$ cat config.mk
export PLATFORM = sky130hd
export DESIGN_NAME = kmp_pe_flat
export DESIGN_NICKNAME = d
export VERILOG_FILES = /design/src/rtl/kmp_pe_pkg.sv /design/src/rtl/kmp_pe_if.sv /design/src/rtl/kmp_fail_table.sv /design/src/rtl/kmp_pe.sv /design/src/flat_wrapper.sv
export SDC_FILE = /design/constraint.sdc
export NUM_CORES = 1
export LEC_CHECK = 0
export CAP_MARGIN = 30
export CORE_MARGIN = 2
export CORE_UTILIZATION = 51
export CTS_CLUSTER_DIAMETER = 200
export CTS_CLUSTER_SIZE = 10
export DETAILED_ROUTE_END_ITERATION = 6
export PLACE_DENSITY_LB_ADDON = 0.1
export SLEW_MARGIN = 40
export SYNTH_ARGS = -nofsm -noshare
export SYNTH_HDL_FRONTEND = slang
export SYNTH_SLANG_ARGS = --single-unit
export TNS_END_PERCENT = 30
$ cat constraint.sdc
create_clock -name clk -period 3.15 [get_ports clk]
set_input_delay 0.4725 -clock clk [delete_from_list [all_inputs] [get_ports clk]]
set_output_delay 0.4725 -clock clk [all_outputs]
set_load 0.03 [all_outputs]
$ cat src/rtl/kmp_pe_pkg.sv
// Shared widths, types and pattern helpers for the KMP processing element.
package kmp_pe_pkg;

    localparam int MAX_STR_ADD = 5;
    localparam int MAX_PAT_ADD = 3;
    localparam int CHAR_W      = 8;
    localparam int PAT_LEN     = 1 << MAX_PAT_ADD;
    localparam int PAT_W       = CHAR_W * PAT_LEN;

    typedef logic [CHAR_W-1:0]      char_t;
    typedef logic [PAT_W-1:0]       pat_t;
    typedef logic [MAX_PAT_ADD-1:0] pidx_t;
    typedef logic [MAX_PAT_ADD:0]   pcnt_t;
    typedef logic [MAX_STR_ADD-1:0] sidx_t;
    typedef logic [MAX_STR_ADD:0]   icnt_t;

    function automatic char_t pat_char(input pat_t pat, input pidx_t idx);
        return pat[idx*CHAR_W +: CHAR_W];
    endfunction

endpackage

$ cat src/rtl/kmp_pe_if.sv
// Job/result and string-read signals between the KMP controller and one PE.
interface kmp_pe_if;
    import kmp_pe_pkg::*;

    logic  pe_valid;
    sidx_t start_idx;
    sidx_t process_2idx;
    pidx_t pat_last_idx;
    pat_t  pattern;
    sidx_t str_rd_addr;
    char_t str_rd_data;
    logic  match_valid;
    logic  match;
    sidx_t match_idx;

    modport master (
        output pe_valid, start_idx, process_2idx, pat_last_idx, pattern, str_rd_data,
        input  str_rd_addr, match_valid, match, match_idx
    );

    modport slave (
        input  pe_valid, start_idx, process_2idx, pat_last_idx, pattern, str_rd_data,
        output str_rd_addr, match_valid, match, match_idx
    );
endinterface

$ cat src/rtl/kmp_fail_table.sv
// Builds the KMP failure table pi[] one step per cycle and serves one read port.
module kmp_fail_table
    import kmp_pe_pkg::*;
(
    input  logic  clk,
    input  logic  reset,
    input  logic  start,
    input  logic  clear,
    input  pat_t  pattern,
    input  pidx_t pat_last_idx,
    output logic  done,
    input  pidx_t rd_idx,
    output pidx_t rd_pi
);
    logic  running_q, running_d;
    pcnt_t k_q, k_d;
    pcnt_t q_q, q_d;
    pidx_t pi_q [PAT_LEN];
    pidx_t pi_d [PAT_LEN];

    pcnt_t last_ext;
    pidx_t q_lo, k_lo;
    logic  chars_eq;

    assign last_ext = pcnt_t'(pat_last_idx);
    assign q_lo     = pidx_t'(q_q);
    assign k_lo     = pidx_t'(k_q);
    assign chars_eq = (pat_char(pattern, q_lo) == pat_char(pattern, k_lo));
    assign done     = running_q && (q_q > last_ext);
    assign rd_pi    = pi_q[rd_idx];

    always_comb begin
        running_d = running_q;
        k_d       = k_q;
        q_d       = q_q;
        for (int n = 0; n < PAT_LEN; n++) begin
            pi_d[n] = pi_q[n];
        end

        if (clear) begin
            running_d = 1'b0;
        end else if (start) begin
            running_d = 1'b1;
            k_d       = '0;
            q_d       = pcnt_t'(1);
            pi_d[0]   = '0;
        end else if (running_q && !done) begin
            if (chars_eq) begin
                pi_d[q_lo] = k_lo + pidx_t'(1);
                k_d        = k_q + pcnt_t'(1);
                q_d        = q_q + pcnt_t'(1);
            end else if (k_q != '0) begin
                // Fall back to the longest proper border of P[0..k-1]
                k_d = pcnt_t'(pi_q[k_lo - pidx_t'(1)]);
            end else begin
                pi_d[q_lo] = '0;
                q_d        = q_q + pcnt_t'(1);
            end
        end
    end

    always_ff @(posedge clk) begin
        if (reset) begin
            running_q <= 1'b0;
            k_q       <= '0;
            q_q       <= '0;
            for (int n = 0; n < PAT_LEN; n++) begin
                pi_q[n] <= '0;
            end
        end else begin
            running_q <= running_d;
            k_q       <= k_d;
            q_q       <= q_d;
            for (int n = 0; n < PAT_LEN; n++) begin
                pi_q[n] <= pi_d[n];
            end
        end
    end

endmodule

$ cat src/rtl/kmp_pe.sv
// KMP processing element: latches a job, builds pi[], scans the slice [S,E].
module kmp_pe
    import kmp_pe_pkg::*;
(
    input  logic    clk,
    input  logic    reset,
    kmp_pe_if.slave bus
);
    typedef enum logic [1:0] {
        ST_IDLE = 2'd0,
        ST_FAIL = 2'd1,
        ST_SCAN = 2'd2,
        ST_DONE = 2'd3
    } state_t;

    state_t state_q, state_d;
    sidx_t  s_q, s_d;
    sidx_t  e_q, e_d;
    pidx_t  l_q, l_d;
    pat_t   p_q, p_d;
    icnt_t  i_q, i_d;
    pidx_t  j_q, j_d;
    logic   match_valid_q, match_valid_d;
    logic   match_q, match_d;
    sidx_t  match_idx_q, match_idx_d;

    logic   ft_start, ft_clear, ft_done;
    pidx_t  ft_rd_pi;
    logic   char_hit;

    kmp_fail_table u_fail_table (
        .clk          (clk),
        .reset        (reset),
        .start        (ft_start),
        .clear        (ft_clear),
        .pattern      (p_q),
        .pat_last_idx (l_q),
        .done         (ft_done),
        .rd_idx       (j_q - pidx_t'(1)),
        .rd_pi        (ft_rd_pi)
    );

    assign char_hit        = (bus.str_rd_data == pat_char(p_q, j_q));
    assign bus.str_rd_addr = sidx_t'(i_q);
    assign bus.match_valid = match_valid_q;
    assign bus.match       = match_q;
    assign bus.match_idx   = match_idx_q;

    always_comb begin
        state_d       = state_q;
        s_d           = s_q;
        e_d           = e_q;
        l_d           = l_q;
        p_d           = p_q;
        i_d           = i_q;
        j_d           = j_q;
        match_valid_d = match_valid_q;
        match_d       = match_q;
        match_idx_d   = match_idx_q;
        ft_start      = 1'b0;
        ft_clear      = 1'b0;

        if (!bus.pe_valid) begin
            // Withdrawal aborts any job and ends a completed one
            state_d       = ST_IDLE;
            i_d           = '0;
            j_d           = '0;
            match_valid_d = 1'b0;
            match_d       = 1'b0;
            match_idx_d   = '0;
            ft_clear      = 1'b1;
        end else begin
            case (state_q)
                ST_IDLE: begin
                    s_d = bus.start_idx;
                    e_d = bus.process_2idx;
                    l_d = bus.pat_last_idx;
                    p_d = bus.pattern;
                    j_d = '0;
                    if (bus.pat_last_idx == '0) begin
                        state_d = ST_SCAN;
                        i_d     = icnt_t'(bus.start_idx);
                    end else begin
                        state_d  = ST_FAIL;
                        ft_start = 1'b1;
                    end
                end
                ST_FAIL: begin
                    if (ft_done) begin
                        state_d  = ST_SCAN;
                        ft_clear = 1'b1;
                        i_d      = icnt_t'(s_q);
                        j_d      = '0;
                    end
                end
                ST_SCAN: begin
                    // i is one bit wider than the address so E=max terminates cleanly
                    if (i_q > icnt_t'(e_q)) begin
                        state_d       = ST_DONE;
                        match_valid_d = 1'b1;
                        match_d       = 1'b0;
                        match_idx_d   = '0;
                    end else if (char_hit && (j_q == l_q)) begin
                        state_d       = ST_DONE;
                        match_valid_d = 1'b1;
                        match_d       = 1'b1;
                        match_idx_d   = sidx_t'(i_q - icnt_t'(l_q));
                    end else if (char_hit) begin
                        i_d = i_q + icnt_t'(1);
                        j_d = j_q + pidx_t'(1);
                    end else if (j_q != '0) begin
                        j_d = ft_rd_pi;
                    end else begin
                        i_d = i_q + icnt_t'(1);
                    end
                end
                default: begin
                    match_valid_d = 1'b1;
                end
            endcase
        end
    end

    always_ff @(posedge clk) begin
        if (reset) begin
            state_q       <= ST_IDLE;
            s_q           <= '0;
            e_q           <= '0;
            l_q           <= '0;
            p_q           <= '0;
            i_q           <= '0;
            j_q           <= '0;
            match_valid_q <= 1'b0;
            match_q       <= 1'b0;
            match_idx_q   <= '0;
        end else begin
            state_q       <= state_d;
            s_q           <= s_d;
            e_q           <= e_d;
            l_q           <= l_d;
            p_q           <= p_d;
            i_q           <= i_d;
            j_q           <= j_d;
            match_valid_q <= match_valid_d;
            match_q       <= match_d;
            match_idx_q   <= match_idx_d;
        end
    end

endmodule
$ cat src/flat_wrapper.sv
// flat-port wrapper written by rule: the top's interface ports become plain ports
module kmp_pe_flat import kmp_pe_pkg::*;
  (clk, reset, bus_pe_valid, bus_start_idx, bus_process_2idx, bus_pat_last_idx, bus_pattern, bus_str_rd_data, bus_str_rd_addr, bus_match_valid, bus_match, bus_match_idx);
  kmp_pe_if bus_i ();
  input  logic clk;
  input  logic reset;
  input wire logic [$bits(bus_i.pe_valid)-1:0] bus_pe_valid;
  input wire logic [$bits(bus_i.start_idx)-1:0] bus_start_idx;
  input wire logic [$bits(bus_i.process_2idx)-1:0] bus_process_2idx;
  input wire logic [$bits(bus_i.pat_last_idx)-1:0] bus_pat_last_idx;
  input wire logic [$bits(bus_i.pattern)-1:0] bus_pattern;
  input wire logic [$bits(bus_i.str_rd_data)-1:0] bus_str_rd_data;
  output wire logic [$bits(bus_i.str_rd_addr)-1:0] bus_str_rd_addr;
  output wire logic [$bits(bus_i.match_valid)-1:0] bus_match_valid;
  output wire logic [$bits(bus_i.match)-1:0] bus_match;
  output wire logic [$bits(bus_i.match_idx)-1:0] bus_match_idx;
  assign bus_i.pe_valid = bus_pe_valid;
  assign bus_i.start_idx = bus_start_idx;
  assign bus_i.process_2idx = bus_process_2idx;
  assign bus_i.pat_last_idx = bus_pat_last_idx;
  assign bus_i.pattern = bus_pattern;
  assign bus_i.str_rd_data = bus_str_rd_data;
  assign bus_str_rd_addr = bus_i.str_rd_addr;
  assign bus_match_valid = bus_i.match_valid;
  assign bus_match = bus_i.match;
  assign bus_match_idx = bus_i.match_idx;
  kmp_pe u_core (.clk(clk), .reset(reset), .bus(bus_i));
endmodule
Yosys cells after proc, flatten, opt, wreduce, memory -nomap -nowiden
Memory sizes are Yosys's and may differ from the RTL's.
Index checks and enable logic that the tools add are counted.
{ "word_totals": {"ff_bits": 104, "mem_bits_rw": 24, "inputBits": 88, "out_inout_bits": 12, "elab_cells": 138, "n_memories": 1} }
{ "classes": {"n_addsub": 8, "n_lt_le_gt_ge": 4, "n_eq_ne": 13, "n_shift": 3, "muxes": 58, "bitwise": 14, "n_reduce_logical": 24} }
{ "memory_table": {"columns": ["name", "depth", "width", "read_ports", "rd_clocked_by_memory_dff", "wr", "line", "rtl"], "rows": [
  ["u_core.u_fail_table.pi_q", 8, 3, 10, 0, 8, "kmp_fail_table.sv:18", "pidx_t pi_q [PAT_LEN];"]
]} }
{ "ops": {"columns": ["operator", "count"], "rows": [
  ["variable part select 64 x 7 -> 8 bit", 3],
  ["two-way mux 24 bit", 4],
  ["two-way mux 3 bit", 15],
  ["two-way mux 6 bit", 6],
  ["two-way mux 4 bit", 8],
  ["AND 24 bit", 1],
  ["bitwise mux 24 bit", 1],
  ["NOT 24 bit", 1],
  ["two-way mux 21 bit", 1],
  ["case mux 6 bit (3 select lines)", 1],
  ["equality test 8 bit", 2],
  ["two-way mux 1 bit", 12],
  ["two-way mux 5 bit", 2],
  ["demux 3 bit (select 3 bit)", 1],
  ["case mux 3 bit (3 select lines)", 1],
  ["AND reduction 3 bit", 3],
  ["nonzero test 3 bit", 3],
  ["adder 4 x 1 -> 4 bit (second input constant)", 2],
  ["two-way mux 2 bit", 4],
  ["bitwise OR 1 bit", 8],
  ["adder 3 x 1 -> 3 bit (second input constant)", 2],
  ["adder 6 x 1 -> 6 bit (second input constant)", 1],
  ["> comparator 6 x 5 -> 1 bit", 1],
  ["inequality test 2 bit (second input constant)", 3],
  ["other kinds (25)", 38]
]} }

Logic depth before layout (Yosys ltp)
{ "logic_depth": {"depth_word": 13, "ltp_mapped": 14, "mapped_depth_nobuf": 11} }

Hierarchy
A second synthesis with hierarchy kept.
{ "unflattened": {"cells_unflattened": 882, "area_unflattened_um2": 7910.1} }
{ "modules_own_cells": {"columns": ["module", "n_inst", "cells_per_inst", "area_each_um2", "seq_area_each_um2"], "rows": [
  ["kmp_pe", 1, 593, 4799.6, 1901.8],
  ["kmp_fail_table", 1, 289, 3110.5, 660.6]
]} }

Worst setup path before layout
No wires, ideal clock.
{ "synth_timing": {"path_type": "register -> register", "from": "register u_core.j_q[0]", "to": "register u_core.i_q[5]", "setup_ns": 0.117, "arrival_ns": 2.826, "required_ns": 3.033, "path_slack_ns": 0.206, "path_stages_with_launch": 13, "n_path_buf": 3, "period_less_slack_ns": 2.944, "cell_sequence": "dfxtp_1 -> buf_6 -> buf_6 -> mux4_1 -> mux2i_1 -> xor2_1 -> nand4_1 -> or4_1 -> buf_6 -> and3_4 -> a21oi_4 -> nand2_1 -> a32o_1"} }
{ "synth_via": {"elab_chain_cells": 6, "elab_cells_between_ends": 12, "cone_classes": "4 x eq/ne; 1 x shift; 4 x mux; 3 x reduce/logical"} }
{ "synth_lines": {"columns": ["element", "line", "rtl"], "rows": [
  ["start: declaration", "kmp_pe.sv:22", "pidx_t j_q, j_d;"],
  ["start signal: assignment", "kmp_pe.sv:143", "j_q <= j_d;"],
  ["variable part select 64 x 7 -> 8 bit", "kmp_pe_pkg.sv:18", "return pat[idx*CHAR_W +: CHAR_W];"],
  ["equality test 8 bit", "kmp_pe.sv:43", "assign char_hit = (bus.str_rd_data == pat_char(p_q, j_q));"],
  ["two-way mux 6 bit", "kmp_pe.sv:108", "end else if (char_hit) begin"],
  ["two-way mux 6 bit", "kmp_pe.sv:103", "end else if (char_hit && (j_q == l_q)) begin"],
  ["two-way mux 6 bit", "kmp_pe.sv:98", "if (i_q > icnt_t'(e_q)) begin"],
  ["case mux 6 bit (3 select lines)", "kmp_pe.sv:73", "case (state_q)"],
  ["end signal: assignment", "kmp_pe.sv:142", "i_q <= i_d;"],
  ["end: declaration", "kmp_pe.sv:21", "icnt_t i_q, i_d;"]
]} }
Several ways; a longest one is shown, not always the timed one. The select of a mux whose other input is x is not followed.
A chain may end at the register's enable or synchronous reset.

Final worst setup path
Ends and elaborated chain as after synthesis.

==> results.cfg <==
[synthesis]
synth_cells = 845
syn-num-nets = 956
synth_most_common_cell = nand2_1
synthMuxAreaShare_pct = 21.66
synth-main-ff-cell = dfxtp_1
synth_commonest_cells = nand2_1, dfxtp_1, a21oi_1
synthArstFlopShare_pct = 0
synth-warning-count = 0
syn-cell-area_um2 = 7626
synth-edff-count = 0
avgSynthCellArea_um2 = 9.025
synth_compound_area_share_pct = 13.81
synthAdderAreaFrac_pct = 3.872
synth.top_cells.by_area = dfxtp_1, mux4_2, nand2_1, a21oi_1, mux2i_1
yosys.area.top_type_share_pct = 33.60
ys_ff_latch = 128
synth_xor_area_share_pct = 3.331
synth_top_family_by_area = multiplexers
yosysUniqueCellTypes = 58
yosys.area.top_type = dfxtp_1
yosys.area_share.simple_pct = 18.59
yosysSeqAreaShare_pct = 33.60

[hold_path]
hold_path_end = u_core.bus.match_valid
whs_path_depth = 2
min_from = u_core.bus.match_valid
hp-class = register to register

[finish]
layout-drive-gt1-share_pct = 15.18
antenna_cells = 0
nets = 1053
area_growth_pct = 25.59
design_area_um2 = 9578
final_cells = 1139

[floorplan]
die_w_um = 126.3
die_h_um = 126.3
core-area_um2 = 14590
initial_utilization_pct = 52.27
io_pins = 100
fp-row-count = 44
dieArea_um2 = 15950

[pwr]
internal_power_uw = 3685
p_sw_uw = 1628
power.clock.fraction_pct = 40.7
ir_drop_v = 0.0004343
total_power_uw = 5314
p_per_area_nw_per_um2 = 554.8
p_sw_share_pct = 30.64
power_leakage_uw = 0.003500
combPwrFrac_pct = 24.2
pwr-share-seq_pct = 35.1

[route]
wl_per_cell_um = 17.55
drtPass1Iterations = 5
vias_per_cell = 5.893
ant_nets = 0
drc = 0
drtIter0Drc = 449
dr_total_vias = 6712
wl_mm = 19.99

[timing]
tightest_slew_ns = 0.7816
max-slew-margin-rel_pct = 47.89
final-setup-viol-count = 0
max_freq_mhz = 331.6
hold_viol = 0
fin_crit_sh_pct = 95.73
drv_slew = 0
finalCriticalPeriod_ns = 3.015
whs_ns = 0.4540
skew_ns = 0.006219

[clocking]
cts_tree = yes
ctsHoldBuffers = 0
cts_htree_levels = 4
cts_root_buf = clkbuf_16
clkTransAtPathRegs_ns = 0.06
clock_path_buffers = 2
cts_buffers = 17
cts_sinks = 128
insertion_delay_ns = 0.43

[worst_setup_path]
cp.depth = 10
cp_cell_sequence = buf_12 -> mux4_1 -> mux2i_1 -> xor2_1 -> nand4_1 -> or4_4 -> and3_4 -> a21oi_4 -> nand2_1 -> a32o_1
worstPathRequired_ns = 3.47
slowest_stage = or4_4
critPathTopFamily = simple AND/OR/NAND/NOR gates
criticalPathCategory = register to register
rr_worst_depth = 10
r2r_end = u_core.i_q[5]
worstPathArrival_ns = 3.33
r2r_start = u_core.j_q[0]
worstSetupStartpointType = register
r2r_slack_ns = 0.13
path_buf_inv = 1
cpPeakStageDelay_ns = 0.61
end_kind = register
crit_fanout = 11

[global_routing]
overflow = 0
grt_util_all_layers_pct = 25.72
antenna_found_initial = 0
grt_max_degree = 78
grt_pass1_vias = 6546
grt_pass1_wl_mm = 32.75

[place]
dpl-instance-area_um2 = 8876
port_buffers = 99
placed_cells = 1102
dp_hpwl_mm = 14.52
gp_congestion = 0.8851

[outcome]
status = finished, final reports clean

[job]
drv_cap = 0
-- cells in the final DEF (no fill, tap or decap), types with 12 or more instances in the layout --
master           netlist  layout
nand2_1              191     190
dfxtp_1              128     126
clkdlybuf4s50_1        0      98
a21oi_1               87      87
mux4_2                47      47
mux2i_1               39      39
buf_4                  6      38
o21ai_0               35      35
nor2_1                29      29
ha_1                  22      22
inv_1                 19      19
nand3b_1              18      18
clkbuf_16              0      17
xnor2_1               15      15
nand3_1               14      14
xor2_1                14      14
a22oi_1               12      12
-- worst max path at each step --
stage                        from                      end  slack, ns
finish              u_core.j_q[0]            u_core.i_q[5]       0.13
detailed placement  u_core.j_q[0]            u_core.i_q[4]       0.02
global placement    u_core.j_q[0]            u_core.i_q[5]       0.08
floorplan           u_core.j_q[0]            u_core.i_q[5]       0.21
CTS                 u_core.j_q[0]  u_core.bus.match_idx[4]       0.08
global route        u_core.j_q[0]            u_core.i_q[1]     -0.003
-- power groups by stage --
stage	registers, µW	clock network [µW]	logic, µW
after floorplan	1840	0	892
after global placement	1880	0	1230
after detailed placement	1890	0	1260
after CTS	1860	2180	1270
after global routing	1880	2240	1410
final	1860	2170	1290
-- metrics by stage --
step	util [%]	worst slack [ns]	setup TNS, ns
2_1_floorplan	-	0.2063	0
3_3_place_gp	60.84	0.07978	0
3_5_place_dp	60.84	0.01715	0
4_1_cts	65.28	0.07725	0
5_1_grt	65.65	-0.002577	-0.002577
6_report	65.65	0.1346	0
-- final cells by class --
cell class	count	area (µm²)
tap	184	230.2
fill	1184	5011
clock buffer	18	439.2
sequential	128	2565
clock inverter	14	205.2
inverter	21	78.83
multi-input combinational	631	4686
timing repair buffer	143	1374
-- worst register-to-register path: stages (launching register included) --
cell and delay, ns:
dfxtp_2 0.36, buf_12 0.15, mux4_1 0.58, mux2i_1 0.17
xor2_1 0.16, nand4_1 0.18, or4_4 0.61, and3_4 0.21
a21oi_4 0.16, nand2_1 0.08, a32o_1 0.26
-- layer usage --
| layer | vias to the layer above | global-route usage (%) | part of all wire [%] |
|---|---|---|---|
| met4 | 0 | 9.050 | 1.8 |
| met2 | 171 | 42.88 | 49 |
| met3 | 28 | 5.183 | 4.5 |
| li1 | 3227 | - | - |
| met1 | 3286 | 33.42 | 44 |
| met5 | - | 0 | 0 |
-- cell families after synthesis --
| kind of cell | count (synthesis) |
|---|---|
| muxes | 96 |
| AOI/OAI and AO/OA | 177 |
| DFF | 128 |
| and+or+nand+nor | 306 |
| adders and majority gates | 23 |
| buffers and inverters | 86 |
| xor gates and xnor gates | 29 |
-- registers in the layout (all words and copies together) (netlist names), 2 cells and up --
| name | flops |
|---|---|
| u_core.state_q | 2 |
| u_core.p_q | 64 |
| u_core.u_fail_table.k_q | 4 |
| u_core.l_q | 3 |
| u_core.u_fail_table.pi_q | 24 |
| u_core.s_q | 5 |
| u_core.i_q | 6 |
| u_core.e_q | 5 |
| u_core.j_q | 3 |
| u_core.u_fail_table.q_q | 4 |
| u_core.bus.match_idx | 5 |
-- what timing repair did --
action | CTS | global route
gates resized for setup | 1 | 5
pin swaps | 0 | 3
endpoints found under the setup margin | 2 | 26
buffers inserted | 0 | 5
(Power assumes the default switching activity.)
